$ cat src/rtl/serial_adder_pkg.sv
// Shared constants for the bit-serial adder: default width, FSM encoding
// and the bit-counter width helper.
package serial_adder_pkg;

    localparam int WIDTH_DEFAULT = 8;

    localparam logic [1:0] ST_IDLE = 2'd0;
    localparam logic [1:0] ST_RUN  = 2'd1;
    localparam logic [1:0] ST_DONE = 2'd2;

    // A 1-bit operand still needs a 1-bit counter, so clamp $clog2 at 1.
    function automatic int cnt_width(input int w);
        int cw;
        cw = $clog2(w);
        if (cw < 1) begin
            cw = 1;
        end else begin
            cw = cw;
        end
        return cw;
    endfunction

endpackage

$ cat src/rtl/serial_adder_half_add.sv
// Single-bit half adder; two of these plus an OR form one full-adder bit-cell.
module half_add
    import serial_adder_pkg::*;
(
    input  logic a,
    input  logic b,
    output logic sum,
    output logic carry
);

    assign sum   = a ^ b;
    assign carry = a & b;

endmodule

$ cat src/rtl/serial_adder.sv
// Bit-serial unsigned adder: accepts one operand pair, processes one bit per
// clock LSB first, and holds {carry_out,sum_out} until the result is taken.
module serial_adder
    import serial_adder_pkg::*;
#(
    parameter int WIDTH = WIDTH_DEFAULT
) (
    input  logic             clk,
    input  logic             rst_n,
    input  logic             in_valid,
    output logic             in_ready,
    input  logic [WIDTH-1:0] op_a,
    input  logic [WIDTH-1:0] op_b,
    output logic             out_valid,
    input  logic             out_ready,
    output logic [WIDTH-1:0] sum_out,
    output logic             carry_out
);

    localparam int CW = cnt_width(WIDTH);

    logic [1:0]       r_state;
    logic [1:0]       w_state_nxt;
    logic [WIDTH-1:0] r_a;
    logic [WIDTH-1:0] r_b;
    logic [WIDTH-1:0] r_res;
    logic             r_carry;
    logic [CW-1:0]    r_cnt;

    logic w_s0;
    logic w_c0;
    logic w_sum;
    logic w_c1;
    logic w_cout;
    logic w_last;

    half_add u_ha0 (
        .a     (r_a[0]),
        .b     (r_b[0]),
        .sum   (w_s0),
        .carry (w_c0)
    );

    half_add u_ha1 (
        .a     (w_s0),
        .b     (r_carry),
        .sum   (w_sum),
        .carry (w_c1)
    );

    assign w_cout = w_c0 | w_c1;
    assign w_last = (r_cnt == CW'(WIDTH - 1));

    // Next-state logic for the IDLE/RUN/DONE handshake FSM
    always_comb begin
        w_state_nxt = r_state;
        case (r_state)
            ST_IDLE: begin
                if (in_valid) begin
                    w_state_nxt = ST_RUN;
                end else begin
                    w_state_nxt = ST_IDLE;
                end
            end
            ST_RUN: begin
                if (w_last) begin
                    w_state_nxt = ST_DONE;
                end else begin
                    w_state_nxt = ST_RUN;
                end
            end
            ST_DONE: begin
                if (out_ready) begin
                    w_state_nxt = ST_IDLE;
                end else begin
                    w_state_nxt = ST_DONE;
                end
            end
            default: w_state_nxt = ST_IDLE;
        endcase
    end

    // State register
    always_ff @(posedge clk or negedge rst_n) begin
        if (!rst_n) begin
            r_state <= ST_IDLE;
        end else begin
            r_state <= w_state_nxt;
        end
    end

    // Operand shift registers, result shift register, carry flop and bit counter
    always_ff @(posedge clk or negedge rst_n) begin
        if (!rst_n) begin
            r_a     <= '0;
            r_b     <= '0;
            r_res   <= '0;
            r_carry <= 1'b0;
            r_cnt   <= '0;
        end else begin
            case (r_state)
                ST_IDLE: begin
                    if (in_valid) begin
                        r_a     <= op_a;
                        r_b     <= op_b;
                        r_carry <= 1'b0;
                        r_cnt   <= '0;
                    end
                end
                ST_RUN: begin
                    // Sum bits enter at the MSB, so after WIDTH shifts bit 0 is the LSB.
                    r_res   <= WIDTH'({w_sum, r_res} >> 1);
                    r_carry <= w_cout;
                    r_a     <= r_a >> 1;
                    r_b     <= r_b >> 1;
                    r_cnt   <= r_cnt + CW'(1);
                end
                default: begin
                    r_res   <= r_res;
                    r_carry <= r_carry;
                end
            endcase
        end
    end

    assign in_ready  = (r_state == ST_IDLE);
    assign out_valid = (r_state == ST_DONE);
    assign sum_out   = r_res;
    assign carry_out = r_carry;

endmodule

$ cat config.mk
export PLATFORM = sky130hd
export DESIGN_NAME = serial_adder
export DESIGN_NICKNAME = d
export VERILOG_FILES = /design/src/rtl/serial_adder_pkg.sv /design/src/rtl/serial_adder_half_add.sv /design/src/rtl/serial_adder.sv
export SDC_FILE = /design/constraint.sdc
export NUM_CORES = 1
export LEC_CHECK = 0
export BUFFER_PORTS_ARGS = -buffer_cell sky130_fd_sc_hd__buf_2
export CAP_MARGIN = 5
export CORE_MARGIN = 1
export CORE_UTILIZATION = 50
export CTS_BUF_LIST = sky130_fd_sc_hd__clkbuf_8
export CTS_CLUSTER_SIZE = 8
export DETAILED_ROUTE_END_ITERATION = 12
export MAX_ROUTING_LAYER = met4
export PLACE_DENSITY = 0.77
export SETUP_SLACK_MARGIN = 0.1
export SYNTH_ARGS = -nofsm -noshare
export SYNTH_HDL_FRONTEND = slang
export SYNTH_SLANG_ARGS = --single-unit
export TNS_END_PERCENT = 1
$ cat constraint.sdc
create_clock -name clk -period 1.3 [get_ports clk]
set_input_delay 0.195 -clock clk [delete_from_list [all_inputs] [get_ports clk]]
set_output_delay 0.195 -clock clk [all_outputs]
set_load 0.005 [all_outputs]
==> results.md, run 1 <==
* Core region area at 2760 um2
* Aggregate global-route resource usage at 23.5%
* FP Rows at 19
* Placed Area at 1670 um2
* Count of port buffers added during placement at 30
* DR iter-0 viols at 20
* Combinational Power Share at 47.4%
* Syn_area_per_cell at 11.9 um2
* WP data required at 1460 ps
* Slowest-stage cell, CP: or4b_1
* Max-slew violation count at 0
* P_int at 3010 uW
* Fin crit period at 1320 ps
* Dpl ws at 40.6 ps
* Hold Vio Cnt, Final at 0
* Cts bufs inserted at 5
* Diodes inserted at 0
* Sw Ratio at 35.0%
* Final period util at 102%
* Register share of total power at 36.5%
* Slew @ Worst Pin at 376 ps
* Top Ports at 31
* Post-Syn Nets at 145
* Slew margin rel. at 74.9%
* Wirelength per Cell at 16.0 um
* DRT Pass-1 Iters at 4
* TritonCTS clock tree: built
* Via-to-Cell Ratio at 5.79
* Syn Inst Count at 122
* Die Area at 3130 um2
* Clk buf depth at 2
* Final Skew at 6.53 ps
* Antenna violations before repair at 0
* Vias in the first global route at 1138
* Antenna Nets Post-Route at 0
* Peak Freq at 756 MHz
* Startpoint types: flop
* GR Overflow Total at 0
* Slack of the critical path at -23.3 ps
* Cell Pwr Density at 2330 nW/um2
* Crit path arrival time at 1480 ps
* Worst-case vdd ir drop at 0.00167 V
* R2R Setup Slk at -20 ps
* Die H at 56.0 um
* Final nets at 188
* CP Max Fanout at 6
* #FFs+latches synth at 30
* Syn-to-layout area delta at 36.3%
* Post-route cell area at 1990 um2
* Switch Pwr at 1620 uW
* DRC viols at 0
* Dpl hpwl at 2020 um
* Initial Utilization at 52.8%
* Unrepaired setup endpoints after global routing: yes
* # setup viols final at 2
* Routed wire length at 3150 um
* Worst path bufs/invs at 1
* Number of maximum-capacitance violations at 0
* Worst-path cell chain: buf_6 > or4b_1 > o221a_2
* HP Class: primary input to flop
* Status: finished with violations
* Via Count at 1141
* Leak Pwr at 0.000902 uW
* Seq/Total Area, Yosys at 51.5%
* Horiz. Die Dim at 56.0 um
* CP Class: flop to flop
* Yosys cell types at 25
* Netlist Area Pre-Place at 1460 um2
* Nature of the critical path endpoint: flop
* Clock latency on the worst-skew pair at 280 ps
* H-tree Lvls at 2
* Yosys warnings at 0
* Clock Power Share at 16.1%
* Failing checks: setup timing
* # clock sinks at 30
* CP top delay family: simple AND/OR/NAND/NOR gates
* Max incr delay on CP at 480 ps
* GP Congestion at 0.780
* First-pass GRT wire length at 5430 um
* Largest net degree at the start of global routing at 31
* Clock root cell: clkbuf_8
* CTS clk-pin slew, worst paths at 60 ps
* Proportion of layout cells with a drive suffix above 1 at 54.2%
==> cell usage after synthesis <==
master    instances  share of area [%]
nand2b_1          3                1.3
fa_1              1                1.4
buf_4             5                2.6
and2_1            1               0.43
a32o_1            1               0.69
ha_1              2                1.7
nor4b_1          11                6.6
buf_2             3                1.0
o22ai_1           1               0.43
or4b_1            3                2.1
a21oi_1           1               0.34
a22o_1            3                1.8
o21bai_1          1               0.52
o221a_2           3                2.3
a221o_1           1               0.69
mux2_2            7                5.4
dfrtp_1          30                 52
nor2_1            1               0.26
nor2b_1           2               0.86
a211oi_1         11                5.7
mux2i_1           2                1.4
clkbuf_1          2               0.52
o21ba_2           1               0.69
inv_1            14                3.6
nor3b_1          12                6.2
==> worst register-to-register path, cell delays in order (launching register included) <==
cell and delay (ps):
dfrtp_2 440, buf_6 150, or4b_1 480, o221a_2 150
==> state kept, by name, summed over array words and instances, names as in the netlist <==
name / cells
carry_out: 1
r_a: 8
r_b: 8
r_cnt: 3
r_state: 2
sum_out: 8
==> routing by layer <==
metal  vias up  global-route usage [%]  routed length (um)
li1        530                       -                   -
met1       573                    29.0                1340
met2        29                    38.3                1640
met3         9                    4.42                 120
met4         0                    9.76                  50
met5         -                       -                   0
==> final timing paths <==
path | startpoint | to | cells after the start
worst max-delay path | r_state[0] | r_a[4] | 3
max in group asynchronous | rst_n | r_state[1] | 3
worst max register to register | r_state[0] | r_a[4] | 3
worst min register to register | r_cnt[0] | r_cnt[0] | 1
worst min-delay path | op_b[7] | r_b[7] | 2
min in group asynchronous | rst_n | sum_out[5] | 3
==> logic make-up (layout without fill, tap and decap cells) <==
family                   Yosys count  in the layout  synth area share (%)
AND/OR/NAND/NOR                   33             33                  17.7
flip-flops                        30             30                  51.5
buffers and inverters             24             68                  7.73
AO/OA/AOI/OAI                     23             23                  13.1
multiplexers                       9              9                  6.79
adder cells (fa/ha/maj)            3              3                  3.09
==> through the flow <==
step	instances	util (%)	power (uW)	TNS, ps	hold slack, ps
6_report	197	72.0	4630	-23.3	172
5_1_grt	197	72.0	4980	-271	184
3_5_place_dp	182	60.4	3460	0	227
4_1_cts	197	69.5	4530	-0.905	168
3_3_place_gp	182	60.4	3320	0	222
2_1_floorplan	122	-	2860	0	-101
==> repair_timing <==
action / 4_1_cts / 5_1_grt
buffers inserted: 6 / 0
endpoints found under the setup margin: 20 / 29
hold buffers: 1 / 0
hold endpoints to repair: 30 / 0
pin swaps: 4 / 7
resized for setup: 25 / 14
==> power by group through the flow <==
stage | clock, uW | sequential (uW) | combinational (uW)
floorplan | 0 | 1630 | 1240
global placement | 0 | 1660 | 1670
detailed placement | 0 | 1690 | 1770
CTS | 768 | 1670 | 2090
global route | 799 | 1750 | 2440
finish | 747 | 1690 | 2200
==> cell type report <==
class	count	area [um2]
clock buffers	6	82.6
clock inverters	2	8.76
fillers	192	772
inverters	14	52.6
multi-input cells	68	737
flip-flops and latches	30	753
well taps	31	38.8
repair buffers	46	313
==> cell usage in the layout (no fill, tap or decap) <==
master,instances
buf_2,30
dfrtp_1,28
inv_1,13
nor3b_1,12
a211oi_2,10
nor4b_2,9
buf_4,9
mux2_2,7
clkbuf_8,6
buf_6,4
a22o_1,3
or4b_1,3
o221a_2,3
inv_2,2
nand2b_1,2
mux2i_1,2
ha_1,2
buf_12,2
dfrtp_2,2
nor2b_4,1
nor2b_1,1
nor2_4,1
a21oi_1,1
o21bai_1,1
a211oi_1,1
nor4b_4,1
nand2b_4,1
o21ba_2,1
o22ai_1,1
nor4b_1,1
and2_1,1
a221o_1,1
a32o_1,1
fa_1,1
clkinv_2,1
dlygate4sd3_1,1
No activity file was read; power rests on OpenSTA's default activity.
==> run 2: changes to the inputs <==
Settings changed: SETUP_SLACK_MARGIN 0.1 to 0.4.
==> run 2 against run 1 <==
Effect of this change: the flow still finishes with violations (setup timing); worst setup slack got worse by 12 ps; global-route usage rose by 2.0 points; die area did not move; final area rose by 3.9%; largest cell class is now multi-input combinational cells; final cell count did not move; core utilization rose by 2.8 points; non-clock buffer count did not move; clock power rose by 6.8%; critical path type unchanged; largest power group unchanged; sequential share of layout area fell by 1.4 points; count of clock-buffer cells in the layout did not move; combinational power rose by 6%.
==> results.md, run 2 (synthesized netlist as in run 1, its figures left out) <==
* Status: finished with violations
* Failing checks: setup timing
* Nature of the critical path endpoint: flop
* FP Rows at 19
* # setup viols final at 5
* Dpl ws at 65.8 ps
* Fin crit period at 1340 ps
* Clock root cell: clkbuf_8
* Largest net degree at the start of global routing at 19
* Final period util at 103%
* Antenna Nets Post-Route at 0
* Multi-input gate area in the final layout at 810 um2
* Fin Setup TNS at -106 ps
* Fill cell count at 179
* Leak Pwr at 0.000935 uW
* # clock sinks at 30
* Final Skew at 8.09 ps
* Via-to-Cell Ratio at 5.74
* Antenna violations before repair at 0
* Aggregate global-route resource usage at 25.5%
* Fin Hold WS at 162 ps
* Slack of the critical path at -35.1 ps
* Most common cell after layout, fill and taps aside: buf_2
* Number of maximum-capacitance violations at 0
* Wirelength per Cell at 17.4 um
* DRT Pass-1 Iters at 4
* Clk buf depth at 2
* Die H at 56.0 um
* CTS clk-pin slew, worst paths at 70 ps
* HP Class: primary input to flop
* Initial Utilization at 52.8%
* First-pass GRT wire length at 5720 um
* Top Ports at 31
* WP data required at 1480 ps
* Worst-case vdd ir drop at 0.00181 V
* DRC viols at 0
* Proportion of layout cells with a drive suffix above 1 at 57.2%
* Sequential cell area at 753 um2
* Most frequent cells in the layout: buf_2 (29), dfrtp_1 (28), nor3b_1 (12), inv_1 (11), a211oi_2 (10)
* Cts bufs inserted at 5
* Syn-to-layout area delta at 41.7%
* Slowest-stage cell, CP: or4b_1
* Slew margin rel. at 77.5%
* CP Class: flop to flop
* Diodes inserted at 0
* Startpoint types: flop
* GR Overflow Total at 0
* CP Max Fanout at 5
* Post-Layout Cell Count at 197
* Final nets at 188
* Slew @ Worst Pin at 336 ps
* Cell Pwr Density at 2350 nW/um2
* Dpl hpwl at 2150 um
* Crit path arrival time at 1520 ps
* Peak Freq at 749 MHz
* Die Area at 3130 um2
* Clock latency on the worst-skew pair at 290 ps
* Fin util at 74.8%
* GP Congestion at 0.747
* Unrepaired setup endpoints after global routing: yes
* Worst-path cell chain: buf_6 > or4b_1 > o221a_2
* Max incr delay on CP at 500 ps
* Count of port buffers added during placement at 30
* Routed wire length at 3420 um
* Vias in the first global route at 1184
* TritonCTS clock tree: built
* Horiz. Die Dim at 56.0 um
* Via Count at 1130
* Hold Vio Cnt, Final at 0
* Post-Place Cells at 184
* Core region area at 2760 um2
* DR iter-0 viols at 18
* H-tree Lvls at 2
* Max-slew violation count at 0
[run 2: cell type report]
| class | count | area share, % |
|---|---|---|
| multi-input combinational | 68 | 39.2 |
| sequential | 30 | 36.5 |
| timing repair buffer | 46 | 15.2 |
| clock buffer | 6 | 4.00 |
| inverter | 14 | 2.55 |
| tap | 31 | 1.88 |
| clock inverter | 2 | 0.606 |
[run 2: per-stage QoR]
step                      instance area (um2)  total power [uW]
after global placement                   1750              3450
after global routing                     2060              5170
after detailed placement                 1750              3560
after CTS                                2030              4770
after floorplan                          1560              3070
final                                    2060              4840
[run 2: critical path: cells and delay by family (launching register included)]
family / cells / cell delay (ps)
simple gates: 1 / 500
buf+inv: 1 / 140
flops: 1 / 450
compound gates: 1 / 140
[run 2: path summary, 6_finish.rpt]
check / cells past startpoint / endpoint / startpoint / slack (ps)
worst max-delay path: 3 / r_a[4] / r_state[1] / -40
worst min-delay path: 2 / r_b[7] / op_b[7] / 160
worst max register to register: 3 / r_a[4] / r_state[1] / -40
worst min register to register: 1 / r_cnt[0] / r_cnt[0] / 510
max in group asynchronous: 3 / r_b[7] / rst_n / 590
min in group asynchronous: 2 / r_cnt[1] / rst_n / 330
[run 2: where the power goes]
part	switching [uW]	internal, uW	total (uW)
combinational	1060	1260	2330
sequential	318	1400	1720
clock	373	425	798
total	1760	3090	4840
[run 2: repair_timing]
item,4_1_cts,5_1_grt
hold endpoints to repair,16,0
endpoints found under the setup margin,41,48
hold buffers,1,0
gates resized for setup,34,4
setup buffers,3,1
pin swaps,15,6
[run 2: routing by layer]
layer / global-route usage [%] / part of all wire (%) / up-vias
met2: 44.7 / 55 / 19
met3: 5.58 / 3.2 / 7
met5: - / 0 / -
met4: 11.5 / 2.1 / 0
li1: - / - / 530
met1: 27.4 / 40 / 574
==> run 3: changes to the inputs <==
Settings changed: MAX_ROUTING_LAYER met4 to unset.
==> run 3 against run 2 <==
Effect of this change: the flow still finishes with violations (setup timing); sequential share of layout area stayed put; sequential power about the same; highest routed layer unchanged; wire length barely moved.
==> results.md, run 3 (synthesized netlist as in run 1, its figures left out) <==
* DRC viols at 0
* HP Class: primary input to flop
* Final Skew at 8.27 ps
* Worst-path cell chain: buf_6 > or4b_1 > o221a_2
* First-pass GRT wire length at 5710 um
* Slew margin rel. at 77.4%
* Fin Hold WS at 163 ps
* Worst path bufs/invs at 1
* GP Congestion at 0.738
* Syn-to-layout area delta at 41.7%
* WP data required at 1480 ps
* Register share of total power at 35.4%
* Wirelength per Cell at 17.4 um
* Slack of the critical path at -35.2 ps
* Peak Freq at 749 MHz
* Fin Setup TNS at -108 ps
* Most frequent cells in the layout: buf_2 (29), dfrtp_1 (28), nor3b_1 (12), inv_1 (11), a211oi_2 (10)
* FP Rows at 19
* DR iter-0 viols at 22
* Slowest-stage cell, CP: or4b_1
* Cts bufs inserted at 5
* CP Max Fanout at 5
* TritonCTS clock tree: built
* Status: finished with violations
* Aggregate global-route resource usage at 24.7%
* Proportion of layout cells with a drive suffix above 1 at 57.2%
* Diodes inserted at 0
* Startpoint types: flop
* Via-to-Cell Ratio at 5.75
* Largest net degree at the start of global routing at 19
* Switch Pwr at 1760 uW
* Most common cell after layout, fill and taps aside: buf_2
* H-tree Lvls at 2
* P_int at 3090 uW
* Unrepaired setup endpoints after global routing: yes
* Placed Area at 1750 um2
* Post-route cell area at 2060 um2
* Nature of the critical path endpoint: flop
* Antenna violations before repair at 0
* CP Class: flop to flop
* Number of maximum-capacitance violations at 0
* CP top delay family: simple AND/OR/NAND/NOR gates
* Clock latency on the worst-skew pair at 290 ps
* Clock root cell: clkbuf_8
* Max-slew violation count at 0
* Hold Vio Cnt, Final at 0
* Cell Pwr Density at 2350 nW/um2
* Multi-input gate area in the final layout at 810 um2
* Die H at 56.0 um
* Via Count at 1132
* Dpl hpwl at 2150 um
* # clock sinks at 30
* Power Total at 4850 uW
* Routed wire length at 3420 um
* Final nets at 188
* Combinational Power Share at 48.1%
* Slew @ Worst Pin at 339 ps
* Dpl ws at 65.8 ps
* Clock Power Share at 16.5%
* Core region area at 2760 um2
* Horiz. Die Dim at 56.0 um
* Count of port buffers added during placement at 30
* Fin crit period at 1340 ps
* GR Overflow Total at 0
* Fill cell count at 179
* R2R Setup Slk at -40 ps
* Antenna Nets Post-Route at 0
* Initial Utilization at 52.8%
* CTS clk-pin slew, worst paths at 70 ps
* Top Ports at 31
* Leak Pwr at 0.000935 uW
* # setup viols final at 5
* Failing checks: setup timing
* Die Area at 3130 um2
* Max incr delay on CP at 500 ps
* Sw Ratio at 36.3%
* Worst-case vdd ir drop at 0.00181 V
* Sequential cell area at 753 um2
* Clk buf depth at 2
* Crit path arrival time at 1520 ps
* Vias in the first global route at 1185
* Final period util at 103%
* DRT Pass-1 Iters at 3
-- run 3: cell counts in the layout (fill, tap and decap cells not counted) --
No cell type changed its count.
-- run 3: metal layers --
layer	up-vias	share of wire [%]	global-route usage (%)
met1	579	40	26.9
met2	18	55	44.9
met5	-	0	0
li1	528	-	-
met4	0	2.1	11.5
met3	7	3.0	5.81
-- run 3: worst register-to-register path, cell delays in order, from the launching register on --
cell	delay, ps
dfrtp_2	450
buf_6	140
or4b_1	500
o221a_2	140
-- run 3: final cells by class --
type | count | share of cell area [%]
Clock buffer | 6 | 4.00
Tap cell | 31 | 1.88
Sequential cell | 30 | 36.5
Inverter | 14 | 2.55
Clock inverter | 2 | 0.606
Multi-Input combinational cell | 68 | 39.2
Timing Repair Buffer | 46 | 15.2
-- run 3: power by group through the flow --
stage                     registers (uW)  clock network [uW]  logic [uW]
after floorplan                     1650                   0        1420
after global placement              1670                   0        1770
after detailed placement            1710                   0        1850
after CTS                           1690                 804        2270
after global routing                1760                 853        2550
final                               1720                 802        2330
-- run 3: worst paths after layout --
check,startpoint,to,depth (start not counted)
setup reg to reg,r_state[1],r_a[4],3
hold reg to reg,r_cnt[0],r_cnt[0],1
max in group asynchronous,rst_n,r_b[7],3
hold / removal,op_b[7],r_b[7],2
setup / recovery,r_state[1],r_a[4],3
min in group asynchronous,rst_n,r_cnt[1],2
-- run 3: timing repair --
action,4_1_cts,5_1_grt
hold endpoints to repair,16,0
setup endpoints to repair,41,48
pin swaps,15,6
hold buffers,1,0
setup buffers,3,1
gates resized for setup,34,4
-- run 3: metrics by stage --
step | instances | util [%]
3_3_place_gp | 184 | 63.6
2_1_floorplan | 122 | -
3_5_place_dp | 184 | 63.6
4_1_cts | 196 | 73.7
5_1_grt | 197 | 74.8
6_report | 197 | 74.8
